File: src/rtl/indep_env_pkg.sv
// Shared types for the indep controller environment: signal widths, the
// responder state encoding and the capture entry layout.
package indep_env_pkg;

  localparam int XW     = 6;   // controller condition inputs x1..x6
  localparam int YW     = 23;  // controller outputs y1..y23
  localparam int STEP_W = 4;   // step index carried by a capture entry (16-entry script)

  typedef enum logic [1:0] {
    IDLE,
    RUN,
    FIN
  } state_t;

  typedef struct packed {
    logic [STEP_W-1:0] step;
    logic [YW-1:0]     y;
  } cap_entry_t;

endpackage

File: src/rtl/indep_cap_fifo.sv
// First-word-fall-through synchronous FIFO; a push into a full FIFO is
// accepted when a pop happens in the same cycle.
module indep_cap_fifo #(
  parameter int CAP_DEPTH = 16,
  parameter int W         = 8
) (
  input  logic         clk,
  input  logic         rst,
  input  logic         i_push,
  input  logic [W-1:0] i_din,
  input  logic         i_pop,
  output logic [W-1:0] o_dout,
  output logic         o_full,
  output logic         o_empty
);

  localparam int AW = $clog2(CAP_DEPTH);

  logic [W-1:0]  r_mem [CAP_DEPTH];
  logic [AW-1:0] r_wr_ptr;
  logic [AW-1:0] r_rd_ptr;
  logic [AW:0]   r_count;
  logic          w_do_push;
  logic          w_do_pop;

  assign o_empty   = (r_count == '0);
  assign o_full    = (r_count == (AW+1)'(CAP_DEPTH));
  assign w_do_pop  = i_pop && !o_empty;
  assign w_do_push = i_push && (!o_full || w_do_pop);

  // NOTE: storage is deliberately left out of reset; an empty FIFO never exposes it.
  always_ff @(posedge clk) begin
    if (w_do_push) r_mem[r_wr_ptr] <= i_din;
  end

  // NOTE: sequential state uses non-blocking assignments so every register sees pre-edge values.
  always_ff @(posedge clk or posedge rst) begin
    if (rst) begin
      r_wr_ptr <= '0;
      r_rd_ptr <= '0;
      r_count  <= '0;
    end else begin
      if (w_do_push) r_wr_ptr <= r_wr_ptr + AW'(1);
      if (w_do_pop)  r_rd_ptr <= r_rd_ptr + AW'(1);
      r_count <= r_count + (AW+1)'(w_do_push) - (AW+1)'(w_do_pop);
    end
  end

  assign o_dout = o_empty ? '0 : r_mem[r_rd_ptr];

endmodule

File: src/rtl/indep_stim_responder.sv
// Script-driven stimulus for the indep controller: plays x from a step script
// and captures the controller's y once per step into a pop-able FIFO.
module indep_stim_responder
  import indep_env_pkg::*;
#(
  parameter int DEPTH     = 16,
  parameter int CAP_DEPTH = 16
) (
  input  logic                       clk,
  input  logic                       rst,
  input  logic                       cfg_we,
  input  logic [$clog2(DEPTH)-1:0]   cfg_addr,
  input  logic [XW-1:0]              cfg_xvec,
  input  logic                       start,
  input  logic [$clog2(DEPTH):0]     run_len,
  output logic [XW-1:0]              x,
  input  logic [YW-1:0]              y,
  output logic                       busy,
  output logic                       done,
  output logic                       overflow,
  output logic                       cap_valid,
  input  logic                       cap_ready,
  output logic [YW-1:0]              cap_data,
  output logic [$clog2(DEPTH)-1:0]   cap_step
);

  localparam int AW = $clog2(DEPTH);

  logic [XW-1:0] r_script [DEPTH];
  state_t        r_state;
  logic [AW-1:0] r_i;
  logic [AW:0]   r_len;
  logic [XW-1:0] r_x;
  logic          r_busy;
  logic          r_done;
  logic          r_overflow;
  logic [YW-1:0] r_y_hold;

  logic          w_push;
  logic          w_pop;
  logic          w_full;
  logic          w_empty;
  logic [AW:0]   w_i_next_ext;
  cap_entry_t    w_push_entry;
  cap_entry_t    w_head;

  always_ff @(posedge clk) begin
    if (cfg_we && !r_busy) r_script[cfg_addr] <= cfg_xvec;
  end

  // The controller moves on the falling edge, so y here is the Mealy output for the current x.
  always_ff @(negedge clk or posedge rst) begin
    if (rst) r_y_hold <= '0;
    else     r_y_hold <= y;
  end

  // Every RUN edge closes the current step, so the last capture lands on the
  // edge that leaves RUN and busy spans exactly run_len cycles.
  assign w_push            = (r_state == RUN);
  assign w_pop             = !w_empty && cap_ready;
  assign w_i_next_ext      = {1'b0, r_i} + (AW+1)'(1);
  assign w_push_entry.step = STEP_W'(r_i);
  assign w_push_entry.y    = r_y_hold;

  always_ff @(posedge clk or posedge rst) begin
    if (rst) begin
      r_state    <= IDLE;
      r_i        <= '0;
      r_len      <= '0;
      r_x        <= '0;
      r_busy     <= 1'b0;
      r_done     <= 1'b0;
      r_overflow <= 1'b0;
    end else begin
      r_done <= 1'b0;
      if (w_push && w_full && !w_pop) r_overflow <= 1'b1;
      case (r_state)
        RUN: begin
          if (w_i_next_ext < r_len) begin
            r_i <= r_i + AW'(1);
            r_x <= r_script[r_i + AW'(1)];
          end else begin
            r_x     <= '0;
            r_busy  <= 1'b0;
            r_done  <= 1'b1;
            r_state <= FIN;
          end
        end
        // FIN is the done cycle; it already accepts start so runs can chain.
        default: begin
          r_state <= IDLE;
          if (start) begin
            if (run_len != '0) begin
              r_len      <= run_len;
              r_i        <= '0;
              r_x        <= r_script[0];
              r_busy     <= 1'b1;
              r_overflow <= 1'b0;
              r_state    <= RUN;
            end else begin
              r_done <= 1'b1;
            end
          end
        end
      endcase
    end
  end

  indep_cap_fifo #(
    .CAP_DEPTH (CAP_DEPTH),
    .W         ($bits(cap_entry_t))
  ) u_cap_fifo (
    .clk     (clk),
    .rst     (rst),
    .i_push  (w_push),
    .i_din   (w_push_entry),
    .i_pop   (w_pop),
    .o_dout  (w_head),
    .o_full  (w_full),
    .o_empty (w_empty)
  );

  assign x         = r_x;
  assign busy      = r_busy;
  assign done      = r_done;
  assign overflow  = r_overflow;
  assign cap_valid = !w_empty;
  assign cap_data  = w_head.y;
  assign cap_step  = AW'(w_head.step);

endmodule
File: config.mk
export PLATFORM = sky130hd
export DESIGN_NAME = indep_stim_responder
export DESIGN_NICKNAME = d
export VERILOG_FILES = /design/src/rtl/indep_env_pkg.sv /design/src/rtl/indep_cap_fifo.sv /design/src/rtl/indep_stim_responder.sv
export SDC_FILE = /design/constraint.sdc
export NUM_CORES = 1
export LEC_CHECK = 0
export CORE_ASPECT_RATIO = 1.1
export CORE_UTILIZATION = 61
export CTS_CLUSTER_SIZE = 30
export DETAILED_ROUTE_END_ITERATION = 8
export HOLD_SLACK_MARGIN = 0.08
export PLACE_DENSITY = 0.82
export SYNTH_ARGS = -nofsm -noshare
export SYNTH_HDL_FRONTEND = slang
export SYNTH_SLANG_ARGS = --single-unit
File: constraint.sdc
create_clock -name clk -period 3.4 [get_ports clk]
set_input_delay 0.85 -clock clk [delete_from_list [all_inputs] [get_ports clk]]
set_output_delay 0.85 -clock clk [all_outputs]
set_load 0.01 [all_outputs]
After elaboration in Yosys (flattened, before gate mapping)
Memory sizes are Yosys's and may differ from the RTL's. Index checks and enable logic that the tools add are counted. W data, S select, Z words.

Register bits: 56. RAM bits: 528. Bits of input ports: 43. Output and inout port bits: 37. Word-level logic and storage cells: 73. Memories: 2.

Add/sub/neg operators: 6. $lt $le $gt $ge: 1. Eq/ne operators: 4. Muxes and demuxes: 29. Bitwise logic cells: 1. Reduce and logical (&&, ||, !) cells: 19.

Memory list: u_cap_fifo.r_mem (words 16, bits a word 27, read ports 1, clocked after Yosys merged registers in 0, wr ports 1, RTL line indep_cap_fifo.sv:19) `logic [W-1:0] r_mem [CAP_DEPTH];`; r_script (words 16, bits a word 6, read ports 2, clocked after Yosys merged registers in 0, wr ports 1, RTL line indep_stim_responder.sv:29) `logic [XW-1:0] r_script [DEPTH];`.

Operators by type and width (number): $mux W27 (1); $mux W6 (4); $mux W1 (18); $mux W4 (4); $add A4 B1 Y4 const B (3); $reduce_and A3 Y1 (3); $logic_and A1 B1 Y1 (6); $add A4 B1 Y5 const B (1); $add A5 B1 Y5 (1); $eq A5 B5 Y1 const B (1); $logic_not A5 Y1 (1); $lt A5 B5 Y1 (1); $reduce_bool A5 Y1 (1); $sub A5 B1 Y5 (1); $logic_not A1 Y1 (4); $mux W2 (2); $ne A2 B2 Y1 const B (2); $reduce_bool A2 Y1 (2); $eq A2 B1 Y1 const B (1); $reduce_and A2 Y1 (1); $logic_or A1 B1 Y1 (1); $not A1 Y1 (1).

Longest topological paths before layout
Gate-level depths: netlist of the first run.

Word-level depth: 9. Depth in mapped cells: 13.

Cells and area by module
A second synthesis of the first run with hierarchy kept.

Cells, all modules: 1057. Area total of the unflattened synthesis: 22664.2 µm².

By module, submodules not included: indep_cap_fifo (instances 1, cells each 777, area each 17321.6 µm², sequential area each 13297.8 µm²); indep_stim_responder (instances 1, cells each 280, area each 5342.6 µm², sequential area each 3958.8 µm²).

==> metrics, run 1 <==
status=finished with violations; failing checks=negative setup slack; max-cap viol count=0; Top FF cell, synth=edfxtp_1; via count=10981; Cells after Synth=990; Final HPWL DP=25890 um; Critical Path RT=2550 ps; CTS root buf=clkbuf_16; Final Hold Fails=0; Routed WL per cell=30.57 um; fmax=0.2721 GHz; cts hold-fix bufs=0; RSZ-0062 raised after global routing=yes; CORE AREA=36170 um^2; Area contributors post-synth=edfxtp_1 71%, mux4_2 16%, dfrtp_1 3.7%; post-synthesis async set-or-reset flop share=0.09589; setup violators final=27; antenna violations before repair=0; global placement routability congestion=0.7782; PD cells=891.1 nW/um^2; Final Routed Wirelength=52300 um; Antenna Cells=0; Tcrit/Tclk final=1.081; # IOs=80; CTS clk-pin slew, worst paths=60 ps; CTS HTree Levels=2; Buf+Inv Stages, Crit Path=4; Critical Path Start Type=flip-flop; Vias per Instance=6.418; GR Overflow Total=0; Worst path max stage delay=540 ps; Ys Warns=0; Rel. slew slack=0.5396; Max VDD drop=0.5305 mV; crit end category=output port; Area Growth Syn to Fin=19.55%; row count=73; Max clock buf depth=3; GR Util All Layers=0.2914; total negative slack=-4973 ps; Post-Place Worst Slack=0.7279 ps; Initial DRC Count=1217; Port-buffer cells=79; worst-path fanout max=7; Register Area=17270 um^2; drt first pass iters=5; Worst Path Arrival=2830 ps; final-layout fill cell count=1936; Tightest Pin Transition=688.4 ps; first-pass GRT wire length=76380 um; Min-Delay Path Class=flip-flop to flip-flop; clock sink count=584; largest net degree at the start of global routing=43; max-slew violations=0; number of global-route vias before repair=11698; part of the Yosys area used for sequential elements=0.7685; synthesis-stage register bit count=584; post-route ant nets=0; crit-path cells=buf_6 > buf_8 > buf_12 > mux4_2 > mux4_2 > and2_4 > buf_6; design area=26840 um^2; Worst Skew=21.31 ps; Setup WS post-layout=-275.5 ps; average size of a mapped cell=22.68 um^2; Synth top area share=0.7061; DIE HEIGHT=203.2 um; slowest CP cell=mux4_2; synthesized area=22450 um^2; Yosys cell types=40; die width=184.9 um; critical path class=flip-flop to output port; delay-heaviest family, CP=multiplexers; Final nets=1238; CTS tree=done; multi-input logic area=4999 um^2; Fin Hold WS=508.7 ps; clk_lat worst skew=580 ps; CTS Buf Count=54; number of synthesized flops with an enable pin=528; die area=37580 um^2; leakage=0.009038 uW; top cell type by total area after synthesis=edfxtp_1; Syn Nets=1050; Placed Area=24600 um^2; initial core utilization=0.6208; Remaining DRCs=0; share of cells above drive strength 1=0.3358; post-layout minimum cycle time=3675 ps
synthesized netlist by cell type (2+ instances only):
cell and count:
buf_4 7, xor2_1 4, nand2_1 22, nand3_1 2
a21oi_1 4, nor3_1 4, buf_1 3, and3b_1 2
and2_1 43, dfrtp_1 33, a21o_1 3, o21ai_0 4
nand4_1 3, mux2i_1 15, o221ai_1 6, edfxtp_1 528
and3_1 3, nor2_1 18, mux4_2 159, nor2b_1 2
inv_1 17, ha_1 16, dfrtn_1 23, buf_2 12
xnor2_1 8, nand2b_1 3, mux2_2 12, clkbuf_1 22
flip-flops by register name (all words and copies together) (netlist names):
signal,flops
busy,1
overflow,1
r_y_hold,23
u_cap_fifo.r_count,5
done,1
u_cap_fifo.r_wr_ptr,4
r_len,5
r_i,4
u_cap_fifo.r_mem,432
r_script,96
u_cap_fifo.r_rd_ptr,4
x,6
r_state,2
cell type report:
cell class / count / share of cell area
clock buffer: 80 / 0.05859
clock inverter: 22 / 0.006619
tap: 487 / 0.02270
sequential: 584 / 0.6432
inverter: 17 / 0.002517
timing repair buffer: 176 / 0.08012
multi-input combinational: 345 / 0.1862
path summary, 6_finish.rpt:
path                            slack, ps              startpoint                       end  cells after the start
worst min register to register        510                r_len[3]                  r_len[3]                      1
max in group asynchronous             840                     rst              r_y_hold[16]                      3
worst max-delay path                 -280  u_cap_fifo.r_rd_ptr[0]               cap_step[0]                      7
min in group asynchronous             770                     rst    u_cap_fifo.r_rd_ptr[2]                      3
worst max register to register        700            r_y_hold[18]  u_cap_fifo.r_mem[10][18]                      0
worst min-delay path                  510                r_len[3]                  r_len[3]                      1
placed cells by master, fill, tap and decap left out, types with 3 or more instances in the layout:
cell type,instances
dfrtp_1,29
nor3_1,4
clkbuf_8,6
nand4_1,3
nor2_1,18
clkbuf_16,58
and2_1,9
buf_2,11
bufinv_16,3
ha_1,16
mux2_2,12
a21oi_1,4
o21ai_0,4
clkinv_2,6
buf_8,5
xor2_1,4
buf_4,41
a21o_1,3
buf_12,38
clkdlybuf4s50_1,52
and2_4,18
dfrtn_1,23
buf_6,21
nand2b_1,3
and2_2,16
clkbuf_1,17
mux4_2,159
nand2_1,22
clkinv_1,11
edfxtp_1,528
xnor2_1,8
o221ai_1,6
and3_1,3
inv_1,16
buf_16,6
mux2i_1,15
routing by layer:
layer	vias to the layer above	wire [um]	track usage
li1	4490	-	-
met1	5759	18420	0.3652
met2	623	28300	0.5177
met3	109	3756	0.04696
met4	0	1833	0.1004
met5	-	0	0
power breakdown:
part	switching [uW]	internal [uW]
clock network	2580	3420
registers	450	8860
logic	3940	4660
cells by family after synthesis:
group,share of synthesized area
muxes,0.1722
DFF,0.7685
buffers and inverters,0.01204
xor gates and xnor gates,0.004681
and+or+nand+nor,0.02586
AOI/OAI and AO/OA,0.006910
adders and majority gates,0.009807
through the flow:
stage / power, uW / cells / util
after floorplan: 14070 / 990 / -
after global placement: 16740 / 1574 / 0.6801
after detailed placement: 17000 / 1574 / 0.6801
after CTS: 23610 / 1699 / 0.7374
after global routing: 24760 / 1711 / 0.7421
final: 23920 / 1711 / 0.7421
timing repair:
item	in CTS	in global routing
gates cloned	5	1
resized for setup	151	22
endpoints found under the setup margin	27	28
setup buffers	20	13
Power figures use the tool's default switching activity.
==> run 2: changes to the inputs <==
Settings changed: HOLD_SLACK_MARGIN 0.08 to unset, SLEW_MARGIN set to 20.
==> results of run 2 <==
Same layout as run 1: the final DEF is identical, and so are final timing and power.
==> run 3: changes to the inputs <==
Settings changed: CORE_UTILIZATION 61 to 40, PLACE_DENSITY 0.82 to 0.58, SLEW_MARGIN 20 to unset.
==> run 3 against run 2 <==
The run still ends with negative setup slack left. Final cell count rose by 14%. Die area rose by 52%. Largest power group unchanged. Maximum frequency down 0.23%. Clock power increased by 4.5%. Sequential share of layout area fell by 1.2 points. Largest cell class unchanged. Non-clock buffer count decreased by 12. Critical path depth up 1. Sequential power increased by 0.6%. Global-route usage decreased by 12 points. Core utilization decreased by 25 points. Via count fell by 6.9%.
==> metrics, run 3 (synthesized netlist as in run 1, its figures left out) <==
DIE HEIGHT=250.5 um (+23%); worst-path fanout max=7 (unchanged); row count=90 (+23%); drt first pass iters=5 (unchanged); Final HPWL DP=26430 um (+2.1%); most common cell after layout, fill and taps aside=edfxtp_1; Min-Delay Path Class=flip-flop to flip-flop; Largest register FFs=432 (unchanged); Final Hold Fails=0 (unchanged); GR Util All Layers=0.1706 (-0.1208); Gate power share=0.354 (-0.006); Net Sw Power=6893 uW (-1.2%); CTS tree=done; Port-buffer cells=79 (unchanged); Top Registers=u_cap_fifo.r_mem (432), r_script (96), r_y_hold (23); Routed WL per cell=24.41 um (-20%); CTS root buf=clkbuf_16; sequential share of power=0.387 (-0.002); critical path class=flip-flop to output port; CTS clk-pin slew, worst paths=60 ps (about the same); most frequent cells in the layout=528 x edfxtp_1, 159 x mux4_2, 59 x clkbuf_16, 52 x clkdlybuf4s50_1, 45 x buf_12; RSZ-0062 raised after global routing=yes; fmax=0.2715 GHz (-0.23%); largest net degree at the start of global routing=35 (-19%); Remaining DRCs=0 (unchanged); initial core utilization=0.4069 (-0.2139); Critical Path Start Type=flip-flop; post-layout util=0.4959 (-0.2463); Post-Place Worst Slack=40.11 ps (+39.38 ps); Vias per Instance=5.225 (-19%); die width=227.9 um (+23%); first-pass GRT wire length=71410 um (-6.5%); global placement routability congestion=0.7317 (-6.0%); Register Area=17270 um^2 (about the same); final-layout fill cell count=4444 (+130%); GR Overflow Total=0 (unchanged); # IOs=80 (unchanged); Max clock buf depth=3 (unchanged); post-layout minimum cycle time=3684 ps (+8.448 ps); Net Sw Frac=0.2847 (-0.006844); Rel. slew slack=0.5686 (+0.02896); CTS HTree Levels=2 (unchanged); max-slew violations=0 (unchanged); Max VDD drop=0.5354 mV (+0.92%); PD cells=884.8 nW/um^2 (-0.70%); share of cells above drive strength 1=0.3385 (+0.002740); Inst Count DP=1818 (+16%); antenna violations before repair=0 (unchanged); setup violators final=27 (unchanged); Final nets=1231 (-0.57%); Antenna Cells=0 (unchanged); crit end category=output port; Final Non-Filler Cells=1956 (+14%); power share of the clock group=0.259 (+0.008); Pint=17320 uW (+2.2%); via count=10220 (-6.9%); Tightest Pin Transition=645.1 ps (-43.30 ps); status=finished with violations; Worst Path Arrival=2830 ps (about the same); post-route ant nets=0 (unchanged); Final Routed Wirelength=47760 um (-8.7%); multi-input logic area=5009 um^2 (+0.20%); leakage=0.009118 uW (+0.88%); CORE AREA=55180 um^2 (+53%); max-cap viol count=0 (unchanged); failing checks=negative setup slack; die area=57090 um^2 (+52%); Worst Skew=42.29 ps (+20.98 ps); Setup WS post-layout=-283.9 ps (-8.448 ps); Area Growth Syn to Fin=21.86%; Initial DRC Count=689 (-43%); Reg with most FFs=u_cap_fifo.r_mem; clk_lat worst skew=630 ps (+50 ps); number of global-route vias before repair=11038 (-5.6%); Tcrit/Tclk final=1.084 (+0.002485); CTS Buf Count=59 (+9.3%); clock sink count=584 (unchanged); Critical Path RT=2550 ps (about the same); total negative slack=-5327 ps (-354.0 ps); Fin Hold WS=512.6 ps (+3.869 ps)
run 3: stage by stage:
step           instance area [um^2]  total power, uW
5_1_grt                       27360            25320
3_5_place_dp                  24860            17130
3_3_place_gp                  24860            17020
6_report                      27360            24210
4_1_cts                       27250            24200
2_1_floorplan                 22460            14070
run 3: repair_timing:
item | CTS | global route
hold buffers | 0 | 0
buffers inserted | 18 | 3
setup endpoints to repair | 27 | 28
resized for setup | 129 | 42
pin swaps | 0 | 0
hold endpoints to repair | 0 | 0
gates cloned | 9 | 0
run 3: path summary, 6_finish.rpt:
check / to / cells past startpoint / slack, ps / from
worst max register to register: u_cap_fifo.r_mem[1][13] / 0 / 710 / r_y_hold[13]
worst min register to register: r_len[2] / 1 / 510 / r_len[2]
worst max-delay path: cap_data[7] / 8 / -280 / u_cap_fifo.r_rd_ptr[0]
min in group asynchronous: u_cap_fifo.r_wr_ptr[2] / 3 / 640 / rst
max in group asynchronous: r_y_hold[14] / 3 / 830 / rst
worst min-delay path: r_len[2] / 1 / 510 / r_len[2]
run 3: final cells by class:
class,count,share of cell area
sequential,584,0.6311
multi-input combinational,345,0.1830
timing repair buffer,164,0.08098
clock buffer,80,0.05830
tap,736,0.03365
clock inverter,30,0.01047
inverter,17,0.002469
run 3: power by group through the flow:
stage          Sequential (uW)  Combinational (uW)  Clock, uW
6_report                  9370                8570       6270
3_5_place_dp              9550                7580          0
2_1_floorplan             9270                4800          0
3_3_place_gp              9510                7510          0
5_1_grt                   9450                9160       6700
4_1_cts                   9380                8380       6440
run 3: worst max-delay path, stage by stage, from the launching register on:
cell     delay [ps]
dfrtp_4         500
buf_12          160
buf_12          130
buf_16          150
buf_6           120
mux4_2          400
mux4_2          460
and2_4          170
buf_6           110
run 3: layer usage:
layer  vias up  global-route usage  routed length (um)
met2       232              0.2932               24340
met1      5464              0.2262               20430
li1       4463                   -                   -
met3        61             0.02903                2107
met5         -                   0                   0
met4         0             0.04238                 877
